<file path="config.mk">
export PLATFORM = sky130hd
export DESIGN_NAME = uart_core_flat
export DESIGN_NICKNAME = d
export VERILOG_FILES = /design/src/rtl/uart_core_if.sv /design/src/rtl/uart_core.sv /design/src/flat_wrapper.sv
export SDC_FILE = /design/constraint.sdc
export NUM_CORES = 1
export LEC_CHECK = 0
export BUFFER_PORTS_ARGS = -buffer_cell sky130_fd_sc_hd__buf_2
export CAP_MARGIN = 20
export CORE_ASPECT_RATIO = 0.8
export CORE_MARGIN = 3
export CORE_UTILIZATION = 62
export CTS_CLUSTER_SIZE = 25
export DETAILED_ROUTE_END_ITERATION = 7
export PLACE_DENSITY = 0.92
export SYNTH_ARGS = -nofsm -noshare
export SYNTH_HDL_FRONTEND = slang
export SYNTH_SLANG_ARGS = --single-unit
</file>
<file path="constraint.sdc">
create_clock -name clk -period 3.8 [get_ports clk]
set_input_delay 0.38 -clock clk [delete_from_list [all_inputs] [get_ports clk]]
set_output_delay 0.38 -clock clk [all_outputs]
set_load 0.03 [all_outputs]
</file>
<file path="src/rtl/uart_core_if.sv">
`default_nettype none
// ============================================================================
// Module   : uart_core_if
// Brief    : Byte-stream side of uart_core. The TX valid/ready handshake and
//            the RX result strobe with its error flags.
// Revision : 1.0  initial release
// ============================================================================
interface uart_core_if #(
    parameter int DATA_BITS = 8
);
    logic [DATA_BITS-1:0] tx_data;
    logic                 tx_valid;
    logic                 tx_ready;
    logic                 tx_busy;
    logic [DATA_BITS-1:0] rx_data;
    logic                 rx_valid;
    logic                 rx_parity_err;
    logic                 rx_frame_err;

    // Producer/consumer side
    modport master (
        output tx_data, tx_valid,
        input  tx_ready, tx_busy, rx_data, rx_valid, rx_parity_err, rx_frame_err
    );

    // UART side
    modport slave (
        input  tx_data, tx_valid,
        output tx_ready, tx_busy, rx_data, rx_valid, rx_parity_err, rx_frame_err
    );
endinterface
`default_nettype wire

</file>
<file path="src/rtl/uart_core.sv">
`default_nettype none
// ============================================================================
// Module   : uart_core
// Brief    : Single-clock full-duplex UART. TX has a valid/ready handshake
//            and supports back-to-back frames. RX samples mid-bit and checks
//            parity and the first stop bit. Optional internal loopback.
// Revision : 1.0  initial release
// ============================================================================
module uart_core #(
    parameter int CLOCKS_PER_BIT = 4,
    parameter int DATA_BITS      = 8,
    parameter int PARITY         = 0,
    parameter int STOP_BITS      = 1
) (
    input  wire logic     clk,
    input  wire logic     rst,
    uart_core_if.slave    bus,
    output logic          ser_tx,
    input  wire logic     ser_rx,
    input  wire logic     loopback
);

    localparam int                  c_BAUD_W    = $clog2(CLOCKS_PER_BIT);
    localparam logic [c_BAUD_W-1:0] c_BAUD_LAST = c_BAUD_W'(CLOCKS_PER_BIT - 1);
    localparam logic [c_BAUD_W-1:0] c_HALF_LAST = c_BAUD_W'(CLOCKS_PER_BIT / 2 - 1);
    localparam logic [c_BAUD_W-1:0] c_BAUD_ONE  = c_BAUD_W'(1);
    localparam logic [3:0]          c_DATA_LAST = 4'(DATA_BITS - 1);
    localparam logic [3:0]          c_STOP_LAST = 4'(STOP_BITS - 1);
    localparam logic                c_ODD       = 1'(PARITY == 1);

    // ------------------------------------------------------------------------
    // Transmitter
    // ------------------------------------------------------------------------
    localparam logic [2:0] c_TX_IDLE   = 3'd0;
    localparam logic [2:0] c_TX_START  = 3'd1;
    localparam logic [2:0] c_TX_DATA   = 3'd2;
    localparam logic [2:0] c_TX_PARITY = 3'd3;
    localparam logic [2:0] c_TX_STOP   = 3'd4;

    logic [2:0]           r_tx_state;
    logic [2:0]           w_tx_next;
    logic [c_BAUD_W-1:0]  r_tx_baud;
    logic [3:0]           r_tx_bit;
    logic [DATA_BITS-1:0] r_tx_shift;
    logic                 r_tx_par;
    logic                 w_tx_baud_done;
    logic                 w_tx_end;
    logic                 w_tx_ready;
    logic                 w_tx_accept;
    logic                 w_ser_tx;

    assign w_tx_baud_done = (r_tx_baud == c_BAUD_LAST);
    // Last cycle of the last stop bit: a new frame may be accepted here so
    // its start bit follows without an idle gap.
    assign w_tx_end       = (r_tx_state == c_TX_STOP) && w_tx_baud_done && (r_tx_bit == c_STOP_LAST);
    assign w_tx_ready     = !rst && ((r_tx_state == c_TX_IDLE) || w_tx_end);
    assign w_tx_accept    = bus.tx_valid && w_tx_ready;

    // TX state register
    always_ff @(posedge clk) begin
        if (rst) r_tx_state <= c_TX_IDLE;
        else     r_tx_state <= w_tx_next;
    end

    // TX next-state decode; each non-idle state advances on bit boundaries
    always_comb begin
        w_tx_next = r_tx_state;
        case (r_tx_state)
            c_TX_IDLE:   if (w_tx_accept) w_tx_next = c_TX_START;
            c_TX_START:  if (w_tx_baud_done) w_tx_next = c_TX_DATA;
            c_TX_DATA:   if (w_tx_baud_done && (r_tx_bit == c_DATA_LAST))
                             w_tx_next = (PARITY != 0) ? c_TX_PARITY : c_TX_STOP;
            c_TX_PARITY: if (w_tx_baud_done) w_tx_next = c_TX_STOP;
            c_TX_STOP:   if (w_tx_end) w_tx_next = w_tx_accept ? c_TX_START : c_TX_IDLE;
            default:     w_tx_next = c_TX_IDLE;
        endcase
    end

    // TX baud/bit counters and payload shift register
    always_ff @(posedge clk) begin
        if (rst) begin
            r_tx_baud  <= '0;
            r_tx_bit   <= '0;
            r_tx_shift <= '0;
            r_tx_par   <= 1'b0;
        end else begin
            if ((r_tx_state == c_TX_IDLE) || w_tx_baud_done) r_tx_baud <= '0;
            else                                              r_tx_baud <= r_tx_baud + c_BAUD_ONE;

            // Bit index restarts on every state change, counts data and stop bits
            if (w_tx_next != r_tx_state) r_tx_bit <= '0;
            else if (w_tx_baud_done)     r_tx_bit <= r_tx_bit + 4'd1;

            if (w_tx_accept) begin
                r_tx_shift <= bus.tx_data;
                r_tx_par   <= (^bus.tx_data) ^ c_ODD;
            end else if ((r_tx_state == c_TX_DATA) && w_tx_baud_done) begin
                r_tx_shift <= r_tx_shift >> 1;
            end
        end
    end

    // TX outputs: line level per state, idle high
    always_comb begin
        w_ser_tx = 1'b1;
        case (r_tx_state)
            c_TX_START:  w_ser_tx = 1'b0;
            c_TX_DATA:   w_ser_tx = r_tx_shift[0];
            c_TX_PARITY: w_ser_tx = r_tx_par;
            default:     w_ser_tx = 1'b1;
        endcase
    end

    assign ser_tx       = w_ser_tx;
    assign bus.tx_ready = w_tx_ready;
    assign bus.tx_busy  = (r_tx_state != c_TX_IDLE);

    // ------------------------------------------------------------------------
    // Receiver
    // ------------------------------------------------------------------------
    localparam logic [2:0] c_RX_IDLE      = 3'd0;
    localparam logic [2:0] c_RX_START     = 3'd1;
    localparam logic [2:0] c_RX_DATA      = 3'd2;
    localparam logic [2:0] c_RX_PARITY    = 3'd3;
    localparam logic [2:0] c_RX_STOP      = 3'd4;
    localparam logic [2:0] c_RX_WAIT_HIGH = 3'd5;

    logic                 r_sync1;
    logic                 r_sync2;
    logic                 w_rx_in;
    logic                 w_rx_s;
    logic [2:0]           r_rx_state;
    logic [2:0]           w_rx_next;
    logic [c_BAUD_W-1:0]  r_rx_baud;
    logic [3:0]           r_rx_bit;
    logic [DATA_BITS-1:0] r_rx_shift;
    logic                 r_rx_par_bit;
    logic                 w_rx_half;
    logic                 w_rx_full;
    logic                 w_rx_done;
    logic                 w_rx_par_err;
    logic                 w_rx_frame_err;
    logic                 r_rx_valid;
    logic [DATA_BITS-1:0] r_rx_data;
    logic                 r_rx_par_err;
    logic                 r_rx_frame_err;

    assign w_rx_in   = loopback ? w_ser_tx : ser_rx;
    assign w_rx_s    = r_sync2;
    assign w_rx_half = (r_rx_baud == c_HALF_LAST);
    assign w_rx_full = (r_rx_baud == c_BAUD_LAST);

    // Two-flop synchroniser; idles high so reset does not look like a start bit
    always_ff @(posedge clk) begin
        if (rst) begin
            r_sync1 <= 1'b1;
            r_sync2 <= 1'b1;
        end else begin
            r_sync1 <= w_rx_in;
            r_sync2 <= r_sync1;
        end
    end

    // RX state register
    always_ff @(posedge clk) begin
        if (rst) r_rx_state <= c_RX_IDLE;
        else     r_rx_state <= w_rx_next;
    end

    // RX next-state decode; the start bit is re-checked at its midpoint
    always_comb begin
        w_rx_next = r_rx_state;
        case (r_rx_state)
            c_RX_IDLE:      if (!w_rx_s) w_rx_next = c_RX_START;
            c_RX_START:     if (w_rx_half) w_rx_next = w_rx_s ? c_RX_IDLE : c_RX_DATA;
            c_RX_DATA:      if (w_rx_full && (r_rx_bit == c_DATA_LAST))
                                w_rx_next = (PARITY != 0) ? c_RX_PARITY : c_RX_STOP;
            c_RX_PARITY:    if (w_rx_full) w_rx_next = c_RX_STOP;
            c_RX_STOP:      if (w_rx_full) w_rx_next = w_rx_s ? c_RX_IDLE : c_RX_WAIT_HIGH;
            c_RX_WAIT_HIGH: if (w_rx_s) w_rx_next = c_RX_IDLE;
            default:        w_rx_next = c_RX_IDLE;
        endcase
    end

    // RX baud/bit counters, payload and parity capture
    always_ff @(posedge clk) begin
        if (rst) begin
            r_rx_baud    <= '0;
            r_rx_bit     <= '0;
            r_rx_shift   <= '0;
            r_rx_par_bit <= 1'b0;
        end else begin
            // Restarting on every state change re-aligns to each start edge
            if ((w_rx_next != r_rx_state) || w_rx_full ||
                (r_rx_state == c_RX_IDLE) || (r_rx_state == c_RX_WAIT_HIGH))
                r_rx_baud <= '0;
            else
                r_rx_baud <= r_rx_baud + c_BAUD_ONE;

            if (w_rx_next != r_rx_state)                   r_rx_bit <= '0;
            else if ((r_rx_state == c_RX_DATA) && w_rx_full) r_rx_bit <= r_rx_bit + 4'd1;

            if ((r_rx_state == c_RX_DATA) && w_rx_full)
                r_rx_shift <= {w_rx_s, r_rx_shift[DATA_BITS-1:1]};

            if ((r_rx_state == c_RX_PARITY) && w_rx_full)
                r_rx_par_bit <= w_rx_s;
        end
    end

    // RX outputs: frame-complete strobe and error evaluation at the stop sample
    always_comb begin
        w_rx_done      = (r_rx_state == c_RX_STOP) && w_rx_full;
        w_rx_par_err   = (PARITY != 0) && (r_rx_par_bit != ((^r_rx_shift) ^ c_ODD));
        w_rx_frame_err = !w_rx_s;
    end

    // RX result register: one-cycle pulse, data held between pulses
    always_ff @(posedge clk) begin
        if (rst) begin
            r_rx_valid     <= 1'b0;
            r_rx_data      <= '0;
            r_rx_par_err   <= 1'b0;
            r_rx_frame_err <= 1'b0;
        end else begin
            r_rx_valid     <= w_rx_done;
            r_rx_par_err   <= w_rx_done && w_rx_par_err;
            r_rx_frame_err <= w_rx_done && w_rx_frame_err;
            if (w_rx_done) r_rx_data <= r_rx_shift;
        end
    end

    assign bus.rx_valid      = r_rx_valid;
    assign bus.rx_data       = r_rx_data;
    assign bus.rx_parity_err = r_rx_par_err;
    assign bus.rx_frame_err  = r_rx_frame_err;

endmodule
`default_nettype wire

</file>
<file path="src/flat_wrapper.sv">
// flat-port wrapper written by rule: the top's interface ports become plain ports
module uart_core_flat 
#(
    parameter int CLOCKS_PER_BIT = 4,
    parameter int DATA_BITS      = 8,
    parameter int PARITY         = 0,
    parameter int STOP_BITS      = 1
)
  (clk, rst, ser_tx, ser_rx, loopback, bus_tx_data, bus_tx_valid, bus_tx_ready, bus_tx_busy, bus_rx_data, bus_rx_valid, bus_rx_parity_err, bus_rx_frame_err);
  uart_core_if #(.DATA_BITS(DATA_BITS)) bus_i ();
  input  wire logic clk;
  input  wire logic rst;
  output logic ser_tx;
  input  wire logic ser_rx;
  input  wire logic loopback;
  input wire logic [$bits(bus_i.tx_data)-1:0] bus_tx_data;
  input wire logic [$bits(bus_i.tx_valid)-1:0] bus_tx_valid;
  output wire logic [$bits(bus_i.tx_ready)-1:0] bus_tx_ready;
  output wire logic [$bits(bus_i.tx_busy)-1:0] bus_tx_busy;
  output wire logic [$bits(bus_i.rx_data)-1:0] bus_rx_data;
  output wire logic [$bits(bus_i.rx_valid)-1:0] bus_rx_valid;
  output wire logic [$bits(bus_i.rx_parity_err)-1:0] bus_rx_parity_err;
  output wire logic [$bits(bus_i.rx_frame_err)-1:0] bus_rx_frame_err;
  assign bus_i.tx_data = bus_tx_data;
  assign bus_i.tx_valid = bus_tx_valid;
  assign bus_tx_ready = bus_i.tx_ready;
  assign bus_tx_busy = bus_i.tx_busy;
  assign bus_rx_data = bus_i.rx_data;
  assign bus_rx_valid = bus_i.rx_valid;
  assign bus_rx_parity_err = bus_i.rx_parity_err;
  assign bus_rx_frame_err = bus_i.rx_frame_err;
  uart_core #(.CLOCKS_PER_BIT(CLOCKS_PER_BIT), .DATA_BITS(DATA_BITS), .PARITY(PARITY), .STOP_BITS(STOP_BITS)) u_core (.clk(clk), .rst(rst), .bus(bus_i), .ser_tx(ser_tx), .ser_rx(ser_rx), .loopback(loopback));
endmodule
</file>
==> flow_metrics.tcl, run 1 <==
set metrics [dict create \
    status "complete, no violations" \
    wl_per_cell_um 14.9 \
    fin_nets 291 \
    netlist_instances 258 \
    synthesis.area_mm2 0.00236 \
    cp.buffers_inverters 1 \
    cpMaxStageDelayCell "ha_1" \
    dr.pass1.iters 4 \
    htreeDepth 2 \
    ant_nets 0 \
    p_total_mw 0.967 \
    dr.first_iter.drc_count 140 \
    numCtsBuffers 5 \
    fin_skew_ns 0.00692 \
    crit_family "simple AND/OR/NAND/NOR gates" \
    viasPerCell 5.91 \
    worstMarginPinSlew_ns 0.810 \
    die_w_um 74.9 \
    grt_overflow_total 0 \
    vdd_drop_max_v 0.000311 \
    finalSetupTns_ns 0 \
    dr_wl_met2_um 2350 \
    post_cts_buffers 0 \
    postCtsHoldBufs 0 \
    ys_seq_area_share_pct 39.9 \
    powerDensity_mw_per_mm2 385 \
    grt_pass1_vias 1705 \
    combPwrFrac_pct 8.1 \
    crit_arrival_ns 1.80 \
    synthArstFlopShare_pct 0 \
    route.met3.wl_um 145 \
    cp_cell_sequence "ha_1 -> and4bb_4 -> nor2_4 -> nor2b_1 -> buf_2" \
    pre_cts_slack_ns 1.92 \
    finalSetupViolCount 0 \
    clk_pin_slew_ns 0.09 \
    wl_um 4690 \
    cts-root-buf "clkbuf_8" \
    crit_required_ns 3.42 \
    switchingPower_mw 0.234 \
    p_int_mw 0.733 \
    p_sw_share_pct 24.2 \
    drv_cap 0 \
    final_layout_size_suffix_gt1_share_pct 19.8 \
    rsz0062_at_grt "false" \
    grt_max_degree 44 \
    drc 0 \
    die_area_mm2 0.00458 \
    critPathMaxStageDelay_ns 0.45 \
    hold_ws_ns 0.304 \
    fin_crit_sh_pct 57.4 \
    start_util_pct 66.5 \
    setup_slack_ns 1.62 \
    drt-met1-wl_um 2100 \
    yosys_warnings 0 \
    hold_viol 0 \
    end_kind "primary output" \
    post_cts_resized 0 \
    p_leak_nw 0.890 \
    areaGrowthSynthToFinish_pct 6.63 \
    avgSynthCellArea_um2 9.14 \
    fmax_mhz 459 \
    gp_congestion 0.849 \
    vias 1863 \
    crit_fanout 13 \
    core_mm2 0.00354 \
    ys_ff_latch 47 \
    synth_ff_type "dfxtp_1" \
    slew_violations 0 \
    min_period_ns 2.18 \
    syn-num-nets 277 \
    synth.distinct_cells 58 \
    p_clk_share_pct 39.0 \
    final_util_pct 71.0 \
    startpoint_type "flip-flop" \
    grt_pass1_wl_um 7820 \
    dp_hpwl_um 3200 \
    worstSkewPairLatency_ns 0.31 \
    hp-class "input port to flip-flop" \
    antenna_found_initial 0 \
    cts_buffer_depth 2 \
    cts_tree "yes" \
    slew_headroom_pct 46.0 \
    crit_type "flip-flop to primary output" \
    std_cell_rows 19 \
    synth_edf_count 0 \
    antenna_cells 0 \
    portBuffers 25 \
    seq_power_share_pct 52.9 \
    grt_usage_pct 22.8 \
    ios 27 \
    clock-sinks 47 \
    top_layer "met4" \
    die_h_um 61.2 \
]
worst reg2reg max path, cell delays in order (launching register included):
cell and delay, ns:
dfxtp_1 0.33, ha_1 0.36, and4bb_4 0.31, o211ai_2 0.48, nand3b_1 0.18, a21oi_1 0.17
path summary, 6_finish.rpt:
kind                                             end           startpoint  slack [ns]  depth (start not counted)
worst max-delay path                    bus_tx_ready  u_core.r_tx_baud[0]        1.62                          5
worst min-delay path                  u_core.r_sync1             loopback        0.30                          2
worst max register to register  u_core.r_tx_shift[5]  u_core.r_tx_baud[0]        1.90                          5
worst min register to register        u_core.r_sync2       u_core.r_sync1        0.45                          1
state kept, by name, summed over array words and instances (netlist names):
| register | flops |
|---|---|
| u_core.r_sync1 | 1 |
| u_core.r_tx_par | 1 |
| u_core.r_tx_bit | 4 |
| u_core.r_tx_baud | 2 |
| u_core.r_tx_shift | 8 |
| u_core.bus.rx_valid | 1 |
| u_core.r_rx_baud | 2 |
| u_core.bus.rx_data | 8 |
| u_core.r_rx_bit | 4 |
| u_core.r_tx_state | 3 |
| u_core.r_rx_state | 3 |
| u_core.r_sync2 | 1 |
| u_core.r_rx_shift | 8 |
| u_core.bus.rx_frame_err | 1 |
power by group through the flow:
stage	sequential, mW	combinational [mW]	clock (mW)
after floorplan	0.517	0.0683	0
after global placement	0.522	0.0752	0
after detailed placement	0.522	0.0777	0
after CTS	0.511	0.0784	0.386
after global routing	0.513	0.0867	0.405
final	0.511	0.0786	0.377
synth_stat cells, types with 6 or more instances:
library cell	instances	area [um2]
dfxtp_1	47	941
nand2_1	44	165
a21oi_1	28	140
nor2_1	9	33.8
nor3_1	9	45.0
xnor2_1	9	78.8
inv_1	8	30.0
ha_1	6	75.1
nand3b_1	6	45.0
stage by stage:
step,area [um2],cells
floorplan,2360,258
global placement,2400,307
detailed placement,2400,307
CTS,2510,315
global route,2510,315
finish,2510,315
layer usage:
layer	up-vias	global-route usage, %
met5	-	0
met4	0	9.64
met3	8	5.06
met2	30	37.2
met1	889	29.2
li1	936	-
final cells by class:
cell class / count / area (um2)
well taps: 42 / 52.6
fillers: 273 / 1030
repair buffers: 25 / 125
clock inverters: 3 / 46.3
multi-input cells: 185 / 1250
inverters: 8 / 30.0
clock buffers: 5 / 68.8
flip-flops and latches: 47 / 941
layout by cell type (no fill, tap or decap), types with 2 or more instances in the layout:
cell	instances
nor4_1	5
nor2_1	9
o21ai_0	4
a22oi_1	5
a21oi_1	28
a211oi_1	3
and4bb_4	2
or2_2	2
nand4_1	3
and3b_1	2
nand3b_1	6
ha_1	6
mux2i_1	5
clkbuf_8	5
nor4b_2	3
dfxtp_1	47
a211oi_2	2
nand2_1	44
o21ai_1	2
xor2_1	5
nor3_1	9
inv_1	8
xnor2_1	9
and4bb_1	2
buf_2	25
nor2b_1	2
cells by family (layout without fill, tap and decap cells):
family          count (synthesis)  in the layout  synth area share (%)
xor+xnor                       14             14                  5.20
flops                          47             47                  39.9
buf+inv                        26             41                  7.06
simple gates                  102            102                  25.5
other cells                     1              1                 0.159
fa+ha+maj                       6              6                  3.18
mux                             5              5                  2.12
compound gates                 57             57                  16.9
No activity file was read; power rests on OpenSTA's default activity.
==> run 2: changes to the inputs <==
--- a/config.mk
+++ b/config.mk
@@ -5,14 +5,15 @@
 export SDC_FILE = /design/constraint.sdc
 export NUM_CORES = 1
 export LEC_CHECK = 0
+export ABC_AREA = 1
 export BUFFER_PORTS_ARGS = -buffer_cell sky130_fd_sc_hd__buf_2
 export CAP_MARGIN = 20
 export CORE_ASPECT_RATIO = 0.8
 export CORE_MARGIN = 3
-export CORE_UTILIZATION = 62
+export CORE_UTILIZATION = 51
 export CTS_CLUSTER_SIZE = 25
 export DETAILED_ROUTE_END_ITERATION = 7
-export PLACE_DENSITY = 0.92
+export PLACE_DENSITY = 0.82
 export SYNTH_ARGS = -nofsm -noshare
 export SYNTH_HDL_FRONTEND = slang
 export SYNTH_SLANG_ARGS = --single-unit
==> constraint.sdc (replaced) <==
create_clock -name clk -period 1.9 [get_ports clk]
set_input_delay 0.19 -clock clk [delete_from_list [all_inputs] [get_ports clk]]
set_output_delay 0.19 -clock clk [all_outputs]
set_load 0.03 [all_outputs]
==> run 2 against run 1 <==
Core utilization shrank 7.9 points. Wire length shrank 6.7%. Critical path type unchanged. Power grew 100%. Synthesized area shrank 6.0%. Largest cell class unchanged. Clock skew shrank 0.00084 ns. Sequential share of layout area grew 0.093 points. Sequential power grew 98%. Hold slack lost 0.22 ns.
==> flow_metrics.tcl, run 2 <==
set metrics [dict create \
    gp_congestion 0.970 \
    end_kind "primary output" \
    powerDensity_mw_per_mm2 776 \
    synth_ff_type "dfxtp_1" \
    hold_depth 2 \
    reg2regPathDepth 8 \
    numCtsBuffers 5 \
    ys_ff_latch 47 \
    synth.distinct_cells 35 \
    fillers 358 \
    finalSetupViolCount 0 \
    r2r-end "u_core.r_tx_shift[0]" \
    ys_top_cells_by_area "dfxtp_1, nand2_1, nor2_1" \
    ys_seq_area_share_pct 42.5 \
    hp-class "input port to flip-flop" \
    die_h_um 65.0 \
    fmax_mhz 579 \
    final_cell_mix "nand2_1, dfxtp_1, nor2_1" \
    postCtsHoldBufs 0 \
    clock-sinks 47 \
    fin_nets 347 \
    synth_edf_count 0 \
    min_from "loopback" \
    seq_area_um2 941 \
    post_cts_resized 0 \
    crit_required_ns 1.71 \
    final_common_cell "nand2_1" \
    wl_um 4370 \
    crit_fanout 10 \
    vdd_drop_max_v 0.000543 \
    min_period_ns 1.73 \
    drv_cap 0 \
    areaGrowthSynthToFinish_pct 13.2 \
    grt_pass1_vias 1672 \
    drc 0 \
    switchingPower_mw 0.456 \
    vias 1917 \
    synth_common_cells "nand2_1, dfxtp_1, nor2_1, inv_1, a21oi_1" \
    final_layout_size_suffix_gt1_share_pct 17.0 \
    synthArstFlopShare_pct 0 \
    fin_skew_ns 0.00608 \
    status "complete, no violations" \
    std_cell_rows 20 \
    dr.first_iter.drc_count 225 \
    holdPathEnd "u_core.r_sync1" \
    rsz0062_at_grt "false" \
    yosys.area.top_type "dfxtp_1" \
    antenna_found_initial 0 \
    grt_pass1_wl_um 7270 \
    reg2reg_from "u_core.r_tx_baud[0]" \
    grt_max_degree 16 \
    crit_arrival_ns 1.54 \
    p_leak_nw 1.13 \
    p_clk_share_pct 39.8 \
    r2r_slack_ns 0.26 \
    final_util_pct 63.0 \
    syn-num-nets 320 \
    dp_hpwl_um 3170 \
    ios 27 \
    crit_type "flip-flop to primary output" \
    p_int_mw 1.49 \
    yosys_warnings 0 \
    slew_violations 0 \
    htreeDepth 2 \
    post_cts_buffers 0 \
    clk_pin_slew_ns 0.08 \
    grt_usage_pct 18.2 \
    fin_crit_sh_pct 91.0 \
    p_sw_share_pct 23.4 \
    seq_power_share_pct 52.1 \
    multi_input_area_mm2 0.00109 \
    combPwrFrac_pct 8.1 \
    startpoint_type "flip-flop" \
    finalSetupTns_ns 0 \
    cts_tree "yes" \
    start_util_pct 55.7 \
    die_w_um 79.7 \
    ant_nets 0 \
    grt_overflow_total 0 \
    avgSynthCellArea_um2 7.36 \
    wl_per_cell_um 11.4 \
    dr.pass1.iters 4 \
    yosysMostFrequentCell "nand2_1" \
    antenna_cells 0 \
    synthesis.area_mm2 0.00222 \
    netlist_instances 301 \
    synth_top_area_share_pct 42.5 \
    portBuffers 25 \
    worstSkewPairLatency_ns 0.31 \
    cts-root-buf "clkbuf_8" \
    die_area_mm2 0.00518 \
    cts_buffer_depth 2 \
    core_mm2 0.00398 \
    hold_viol 0 \
    viasPerCell 4.99 \
]
==> run 2: changes by cell type after synthesis, moves of 7 or more <==
| cell | before | now |
|---|---|---|
| nor3_1 | 9 | 1 |
| nand3_1 | 1 | 9 |
| inv_2 | 0 | 7 |
| nor2_1 | 9 | 44 |
| o21ai_0 | 4 | 17 |
| nand2_1 | 44 | 68 |
| inv_1 | 8 | 28 |
==> run 2: cell families (layout without fill, tap and decap cells) <==
| group | after synthesis | count (layout) | synth area share [%] |
|---|---|---|---|
| flip-flops | 47 | 47 | 42.5 |
| AO/OA/AOI/OAI | 52 | 52 | 13.0 |
| adder cells (fa/ha/maj) | 6 | 6 | 3.39 |
| AND/OR/NAND/NOR | 141 | 141 | 28.2 |
| other | 1 | 1 | 0.169 |
| XOR/XNOR | 11 | 11 | 4.35 |
| buffers and inverters | 43 | 71 | 8.41 |
==> run 2: area by class of cell <==
class,count,share of cell area [%]
multi-input cells,211,43.4
well taps,55,2.74
inverters,36,5.89
clock inverters,2,1.55
flip-flops and latches,47,37.5
repair buffers,27,5.59
clock buffers,6,3.29
==> run 2: worst max-delay path: stages (launching register included) <==
cell,delay (ns)
dfxtp_1,0.34
ha_1,0.34
nand4_1,0.13
nand2_1,0.12
nand2_1,0.08
inv_1,0.05
buf_2,0.18
==> run 2: routing by layer <==
metal  vias up  GRT usage, %  share of wire [%]
li1       1009             -                  -
met1       841          24.4                 50
met2        60          27.2                 41
met3         7          5.42                6.4
met4         0          7.30                1.7
met5         -             0                  0
==> run 2: per-stage QoR <==
| stage | area, um2 | cells | hold slack [ns] | setup slack [ns] | power, mW |
|---|---|---|---|---|---|
| after detailed placement | 2390 | 376 | 0.408 | 0.269 | 1.19 |
| after global placement | 2390 | 376 | 0.400 | 0.341 | 1.19 |
| after global routing | 2510 | 384 | 0.0943 | 0.0313 | 2.03 |
| after floorplan | 2220 | 301 | 0.290 | 0.464 | 1.15 |
| final | 2510 | 384 | 0.0884 | 0.172 | 1.95 |
| after CTS | 2510 | 384 | 0.0884 | 0.164 | 1.97 |
==> run 2: worst max path at each step <==
stage / start / end / slack (ns)
after floorplan: u_core.r_rx_baud[0] / u_core.r_rx_baud[0] / 0.46
after global placement: u_core.r_tx_baud[0] / u_core.r_tx_shift[0] / 0.34
after detailed placement: u_core.r_tx_baud[0] / u_core.r_tx_shift[0] / 0.27
after CTS: u_core.r_tx_baud[0] / bus_tx_ready / 0.16
after global routing: u_core.r_tx_baud[0] / bus_tx_ready / 0.03
final: u_core.r_tx_baud[0] / bus_tx_ready / 0.17
==> run 2: power by group through the flow <==
stage	clock [mW]	combinational (mW)	sequential, mW
final	0.775	0.158	1.01
after global routing	0.835	0.176	1.02
after CTS	0.795	0.158	1.01
after detailed placement	0	0.157	1.04
after global placement	0	0.154	1.04
after floorplan	0	0.117	1.03
